File: src/rtl/uart_pkg.sv
// Shared UART definitions: receiver FSM states, default line timing and the
// command bytes recognised by the downstream command decoder.
package uart_pkg;

    localparam int unsigned UART_CLK_HZ     = 12000000;
    localparam int unsigned UART_BAUD       = 9600;
    localparam int unsigned UART_OVERSAMPLE = 16;

    localparam logic [7:0] CMD_TRIG = 8'h53;
    localparam logic [7:0] CMD_VEC  = 8'h5C;

    typedef enum logic [2:0] {
        IDLE,
        START,
        DATA,
        STOP,
        WAIT_HIGH
    } rx_state_e;

    // Clocks per oversampling tick.
    function automatic int unsigned baud_div(input int unsigned clk_hz,
                                             input int unsigned baud,
                                             input int unsigned os);
        return clk_hz / (baud * os);
    endfunction

endpackage

File: src/rtl/uart_baud_tick.sv
// Divide-by-DIV tick generator. A synchronous clear restarts the count so the
// following ticks are phase-aligned to the clearing event.
module uart_baud_tick #(
    parameter int unsigned DIV = 78
) (
    input  logic clk,
    input  logic rst,
    input  logic clear,
    output logic tick
);

    localparam int unsigned W = (DIV > 1) ? $clog2(DIV) : 1;
    localparam logic [W-1:0] LAST = W'(DIV - 1);

    logic [W-1:0] cnt_q;
    logic [W-1:0] cnt_d;

    assign tick = (cnt_q == LAST);

    always_comb begin
        cnt_d = cnt_q + 1'b1;
        if (clear || tick) begin
            cnt_d = '0;
        end
    end

    always_ff @(posedge clk or posedge rst) begin
        if (rst) begin
            cnt_q <= '0;
        end else begin
            cnt_q <= cnt_d;
        end
    end

endmodule

File: src/rtl/uart_rx_byte.sv
// 8N1 UART receiver: synchronises and oversamples rx, frames characters by
// majority vote around mid-bit and presents each byte on a valid/ready port.
module uart_rx_byte
    import uart_pkg::*;
#(
    parameter int unsigned CLK_HZ     = UART_CLK_HZ,
    parameter int unsigned BAUD       = UART_BAUD,
    parameter int unsigned OVERSAMPLE = UART_OVERSAMPLE
) (
    input  logic       clk,
    input  logic       rst,
    input  logic       rx,
    output logic [7:0] out_data,
    output logic       out_valid,
    input  logic       out_ready,
    output logic       frame_err,
    output logic       overrun,
    output logic       busy
);

    localparam int unsigned DIV = baud_div(CLK_HZ, BAUD, OVERSAMPLE);
    localparam int unsigned SW  = $clog2(OVERSAMPLE);

    // Vote window sits on the three samples around mid-bit.
    localparam logic [SW-1:0] S_LO   = SW'(OVERSAMPLE / 2 - 1);
    localparam logic [SW-1:0] S_MID  = SW'(OVERSAMPLE / 2);
    localparam logic [SW-1:0] S_HI   = SW'(OVERSAMPLE / 2 + 1);
    localparam logic [SW-1:0] S_LAST = SW'(OVERSAMPLE - 1);

    logic rx_meta;
    logic rxs;
    logic rxs_prev;

    rx_state_e    state_q, state_d;
    logic [SW-1:0] samp_q, samp_d;
    logic [2:0]    bit_q, bit_d;
    logic [7:0]    shift_q, shift_d;
    logic          v_lo_q, v_lo_d;
    logic          v_mid_q, v_mid_d;

    logic tick;
    logic tick_clear;
    logic vote;
    logic sample_hi;
    logic sample_last;
    logic byte_done;
    logic frame_bad;

    always_ff @(posedge clk or posedge rst) begin
        if (rst) begin
            rx_meta  <= 1'b1;
            rxs      <= 1'b1;
            rxs_prev <= 1'b1;
        end else begin
            rx_meta  <= rx;
            rxs      <= rx_meta;
            rxs_prev <= rxs;
        end
    end

    uart_baud_tick #(
        .DIV (DIV)
    ) u_tick (
        .clk   (clk),
        .rst   (rst),
        .clear (tick_clear),
        .tick  (tick)
    );

    assign vote        = (v_lo_q & v_mid_q) | (v_lo_q & rxs) | (v_mid_q & rxs);
    assign sample_hi   = tick && (samp_q == S_HI);
    assign sample_last = tick && (samp_q == S_LAST);
    assign busy        = (state_q != IDLE);

    always_comb begin
        state_d    = state_q;
        samp_d     = samp_q;
        bit_d      = bit_q;
        shift_d    = shift_q;
        v_lo_d     = v_lo_q;
        v_mid_d    = v_mid_q;
        tick_clear = 1'b0;
        byte_done  = 1'b0;
        frame_bad  = 1'b0;

        if (tick && (state_q == START || state_q == DATA || state_q == STOP)) begin
            samp_d = (samp_q == S_LAST) ? '0 : samp_q + 1'b1;
            if (samp_q == S_LO) begin
                v_lo_d = rxs;
            end
            if (samp_q == S_MID) begin
                v_mid_d = rxs;
            end
        end

        unique case (state_q)
            IDLE: begin
                if (rxs_prev && !rxs) begin
                    state_d    = START;
                    samp_d     = '0;
                    bit_d      = '0;
                    tick_clear = 1'b1;
                end
            end
            START: begin
                if (sample_hi && vote) begin
                    state_d = IDLE;
                end else if (sample_last) begin
                    state_d = DATA;
                end
            end
            DATA: begin
                if (sample_hi) begin
                    shift_d = {vote, shift_q[7:1]};
                end
                if (sample_last) begin
                    if (bit_q == 3'd7) begin
                        state_d = STOP;
                    end else begin
                        bit_d = bit_q + 3'd1;
                    end
                end
            end
            STOP: begin
                // Leave at mid-stop so a start edge at the end of the stop bit is seen.
                if (sample_hi) begin
                    if (vote) begin
                        byte_done = 1'b1;
                        state_d   = IDLE;
                    end else begin
                        frame_bad = 1'b1;
                        state_d   = WAIT_HIGH;
                    end
                end
            end
            WAIT_HIGH: begin
                if (rxs) begin
                    state_d = IDLE;
                end
            end
            default: begin
                state_d = IDLE;
            end
        endcase
    end

    always_ff @(posedge clk or posedge rst) begin
        if (rst) begin
            state_q <= IDLE;
            samp_q  <= '0;
            bit_q   <= '0;
            shift_q <= '0;
            v_lo_q  <= 1'b1;
            v_mid_q <= 1'b1;
        end else begin
            state_q <= state_d;
            samp_q  <= samp_d;
            bit_q   <= bit_d;
            shift_q <= shift_d;
            v_lo_q  <= v_lo_d;
            v_mid_q <= v_mid_d;
        end
    end

    // A byte finishing while the consumer accepts the previous one still loads.
    always_ff @(posedge clk or posedge rst) begin
        if (rst) begin
            out_data  <= 8'h00;
            out_valid <= 1'b0;
            frame_err <= 1'b0;
            overrun   <= 1'b0;
        end else begin
            frame_err <= frame_bad;
            overrun   <= 1'b0;
            if (byte_done) begin
                if (!out_valid || out_ready) begin
                    out_data  <= shift_q;
                    out_valid <= 1'b1;
                end else begin
                    overrun <= 1'b1;
                end
            end else if (out_valid && out_ready) begin
                out_valid <= 1'b0;
            end
        end
    end

endmodule
File: config.mk
export PLATFORM = sky130hd
export DESIGN_NAME = uart_rx_byte
export DESIGN_NICKNAME = d
export VERILOG_FILES = /design/src/rtl/uart_pkg.sv /design/src/rtl/uart_baud_tick.sv /design/src/rtl/uart_rx_byte.sv
export SDC_FILE = /design/constraint.sdc
export NUM_CORES = 1
export LEC_CHECK = 0
export CAP_MARGIN = 20
export CORE_AREA = 8 8 80 65
export DETAILED_ROUTE_END_ITERATION = 8
export DIE_AREA = 0 0 88 73
export PLACE_DENSITY = 0.7
export SLEW_MARGIN = 30
export SYNTH_ARGS = -nofsm -noshare
export SYNTH_HDL_FRONTEND = slang
export SYNTH_SLANG_ARGS = --single-unit
export TNS_END_PERCENT = 100
File: constraint.sdc
create_clock -name clk -period 2.43 [get_ports clk]
set_clock_uncertainty 0.1 [all_clocks]
set_input_delay 0.3645 -clock clk [delete_from_list [all_inputs] [get_ports clk]]
set_output_delay 0.3645 -clock clk [all_outputs]
set_load 0.02 [all_outputs]
==> out/results.ini <==
[run_status]
status = completed

[clock_tree]
clock-sinks = 41
ctsResizeCount = 0
path_clk_slew_ns = 0.07
clk_latency_ns = 0.29
h-tree-depth = 2
cts_tree = done
holdBufCountCts = 0
cts_buffers = 5
post_cts_buffers = 0
clockBufferDepth = 2
cts.root.buffer_cell = clkbuf_8

[place]
place.gp.congestion = 0.819
portBuffers = 15
hpwlAfterDp_mm = 2.72
dpl-instance-area_um2 = 2140

[detailed_routing]
drt_pass1_iterations = 4
via_count = 1213
totalWireLength_mm = 3.59
drtIter0Drc = 81
routedWlPerCell_um = 15.5
drc_errors = 0
via_per_inst = 5.25
ant_nets = 0

[sta]
rsz0062_at_grt = false
period_share = 0.924
worst_pin_slew_ns = 0.492
slew_viol_final = 0
fin_tns_setup_ns = 0
timing_hold_violations_final = 0
fmax_ghz = 0.445
finalSetupViolations = 0
relSlewSlack = 0.672
holdWs_ns = 0.259
finalCriticalPeriod_ns = 2.24

[yosys]
synthMuxAreaShare = 0.128
synthSimpleGateAreaFrac = 0.180
synth_edf_count = 0
synth_top_family_by_area = simple AND/OR/NAND/NOR gates
ys_types = 41
yosysSeqAreaShare = 0.536
synth_xor_area_frac = 0.0273
async_flop_share = 1.00
synth-main-ff-cell = dfrtp_1
syn_inst = 155
synth_area_um2 = 1930
synth_area_leader_cell = dfrtp_1
yosys_warnings = 0
synth-compound-area-share = 0.0585
synth_fp_nets = 166
ys_ff_latch = 41
synth_area_leaders = dfrtp_1 47%, mux2_2 11%, dfstp_2 6.8%
synth-adder-area-share = 0.0507
avgSynthCellArea_um2 = 12.4
post-synth-top-area-fraction = 0.468

[global_routing]
antenna_found_initial = 0
grt_pass1_vias = 1270
grt_start_max_net_pins = 42
grt_overflow = 0
grt_pass1_wl_mm = 6.31
grt_usage = 0.129

[power_and_ir_drop]
cellLeakagePower_nw = 1.04
p_int_mw = 1.18
p_sw_uw = 542
p_per_area_nw_per_um2 = 774
p_total_mw = 1.72
p_clk_frac = 0.240
pwr-share-comb = 0.235
swShare = 0.315
seqPwrFrac = 0.525
irDropWorstVdd_mv = 0.436

[cells_and_area]
fill_cells = 326
diodes = 0
syn2layout_area_growth_pct = 15.3
final_cell_area_um2 = 2220
final_layout_size_suffix_gt1_frac = 0.227
nets = 186
final_util = 0.572

[worst_setup_path]
reg2reg_depth = 6
cp-end-kind = flip-flop
r2r_end = out_data[7]$_DFFE_PP0P_
arrival_ns = 2.32
r2r_start = samp_q[1]$_DFF_PP0_
required_ns = 2.50
path_max_fanout = 8
r2r_setup_slack_ns = 0.19
startpoint = samp_q[1]$_DFF_PP0_
path_class = flip-flop to flip-flop
worstSetupStartpointType = flip-flop
crit_path_end = out_data[7]$_DFFE_PP0P_

[floorplanning]
core_region_area_um2 = 3880
rows = 20
start_util = 0.496
die_w_um = 88
die_h_um = 73
ios = 16
fp.dieArea_um2 = 6420

[min_path]
timing.hold.worst.class = flip-flop to flip-flop

[run]
cap_violations = 0

==> metal layers <==
| metal | GRT usage | vias up | part of all wire |
|---|---|---|---|
| met5 | 0 | - | 0 |
| met4 | 0.0589 | 0 | 0.017 |
| met3 | 0.0371 | 7 | 0.036 |
| met2 | 0.198 | 18 | 0.47 |
| met1 | 0.162 | 592 | 0.48 |
| li1 | - | 596 | - |
==> registers in the layout, indices dropped and copies added, names as in the netlist, 3 cells and up <==
register and count:
shift_q 8, bit_q 3, out_data 8, samp_q 4, state_q 3, u_tick.cnt_q 7
==> area by class of cell <==
class                           count  area (um^2)  area share
Tap cell                           55         68.8      0.0310
Multi-Input combinational cell    106          856       0.386
Clock buffer                        6         72.6      0.0327
Inverter                            4         15.0     0.00676
Sequential cell                    41         1030       0.465
Timing Repair Buffer               17          165      0.0744
Clock inverter                      2         10.0     0.00451
==> power by group through the flow <==
stage	logic (mW)	clock network [mW]	registers [mW]
2_1_floorplan	0.345	0	0.860
4_1_cts	0.410	0.428	0.901
6_report	0.404	0.412	0.902
5_1_grt	0.463	0.466	0.924
3_5_place_dp	0.409	0	0.914
3_3_place_gp	0.385	0	0.906
==> stage by stage <==
stage          worst slack [ns]  cells
2_1_floorplan             0.521    155
3_3_place_gp              0.289    223
3_5_place_dp              0.135    223
4_1_cts                   0.126    231
5_1_grt                  0.0676    231
6_report                  0.185    231
==> logic make-up after synthesis <==
| logic type | Yosys count |
|---|---|
| adder cells (fa/ha/maj) | 8 |
| buffers and inverters | 8 |
| AO/OA/AOI/OAI | 13 |
| multiplexers | 22 |
| XOR/XNOR | 6 |
| AND/OR/NAND/NOR | 57 |
| flip-flops | 41 |
==> synth_stat cells, drive strengths merged, types with 4 or more instances <==
library cell  number
mux2              21
nand3              4
xor2               4
nand2              8
nor2              13
buf                4
inv                4
and3               6
nand3b             5
ha                 7
dfstp              5
nor3               4
dfrtp             36
==> placed cells by master, fill, tap and decap left out, types with 2 or more instances in the layout <==
cell type and instances:
and2_1 2, nand3_1 4, buf_4 2, and3b_1 2, nor3b_1 2, inv_1 4, nand3b_1 5, clkbuf_8 5
xnor2_1 2, ha_1 7, mux2_2 19, nor3_1 3, o31ai_1 2, a21oi_1 2, nand4_1 2, or3_1 3
dfrtp_1 36, and3_1 6, clkdlybuf4s50_1 15, o211ai_1 2, mux2_1 2, nand2_1 7, clkinv_2 2, nor2_1 13
xor2_1 4, dfstp_2 5
==> how the worst min path moves through the flow <==
stage	start	end	slack, ns	cells after the start
finish	rx_meta$_DFF_PP1_	rxs$_DFF_PP1_	0.26	0
global route	rx_meta$_DFF_PP1_	rxs$_DFF_PP1_	0.26	0
CTS	rx_meta$_DFF_PP1_	rxs$_DFF_PP1_	0.26	0
detailed placement	rx_meta$_DFF_PP1_	rxs$_DFF_PP1_	0.25	0
global placement	rx_meta$_DFF_PP1_	rxs$_DFF_PP1_	0.25	0
floorplan	rx_meta$_DFF_PP1_	rxs$_DFF_PP1_	0.25	0
==> worst max-delay path: stages, from the launching register on <==
cell and delay [ns]:
dfrtp_1 0.41, inv_1 0.09, ha_1 0.17, nand3b_1 0.19
nor4_2 0.35, and3_1 0.44, mux2_2 0.38
Note: power is estimated with default switching activity, not from simulation.
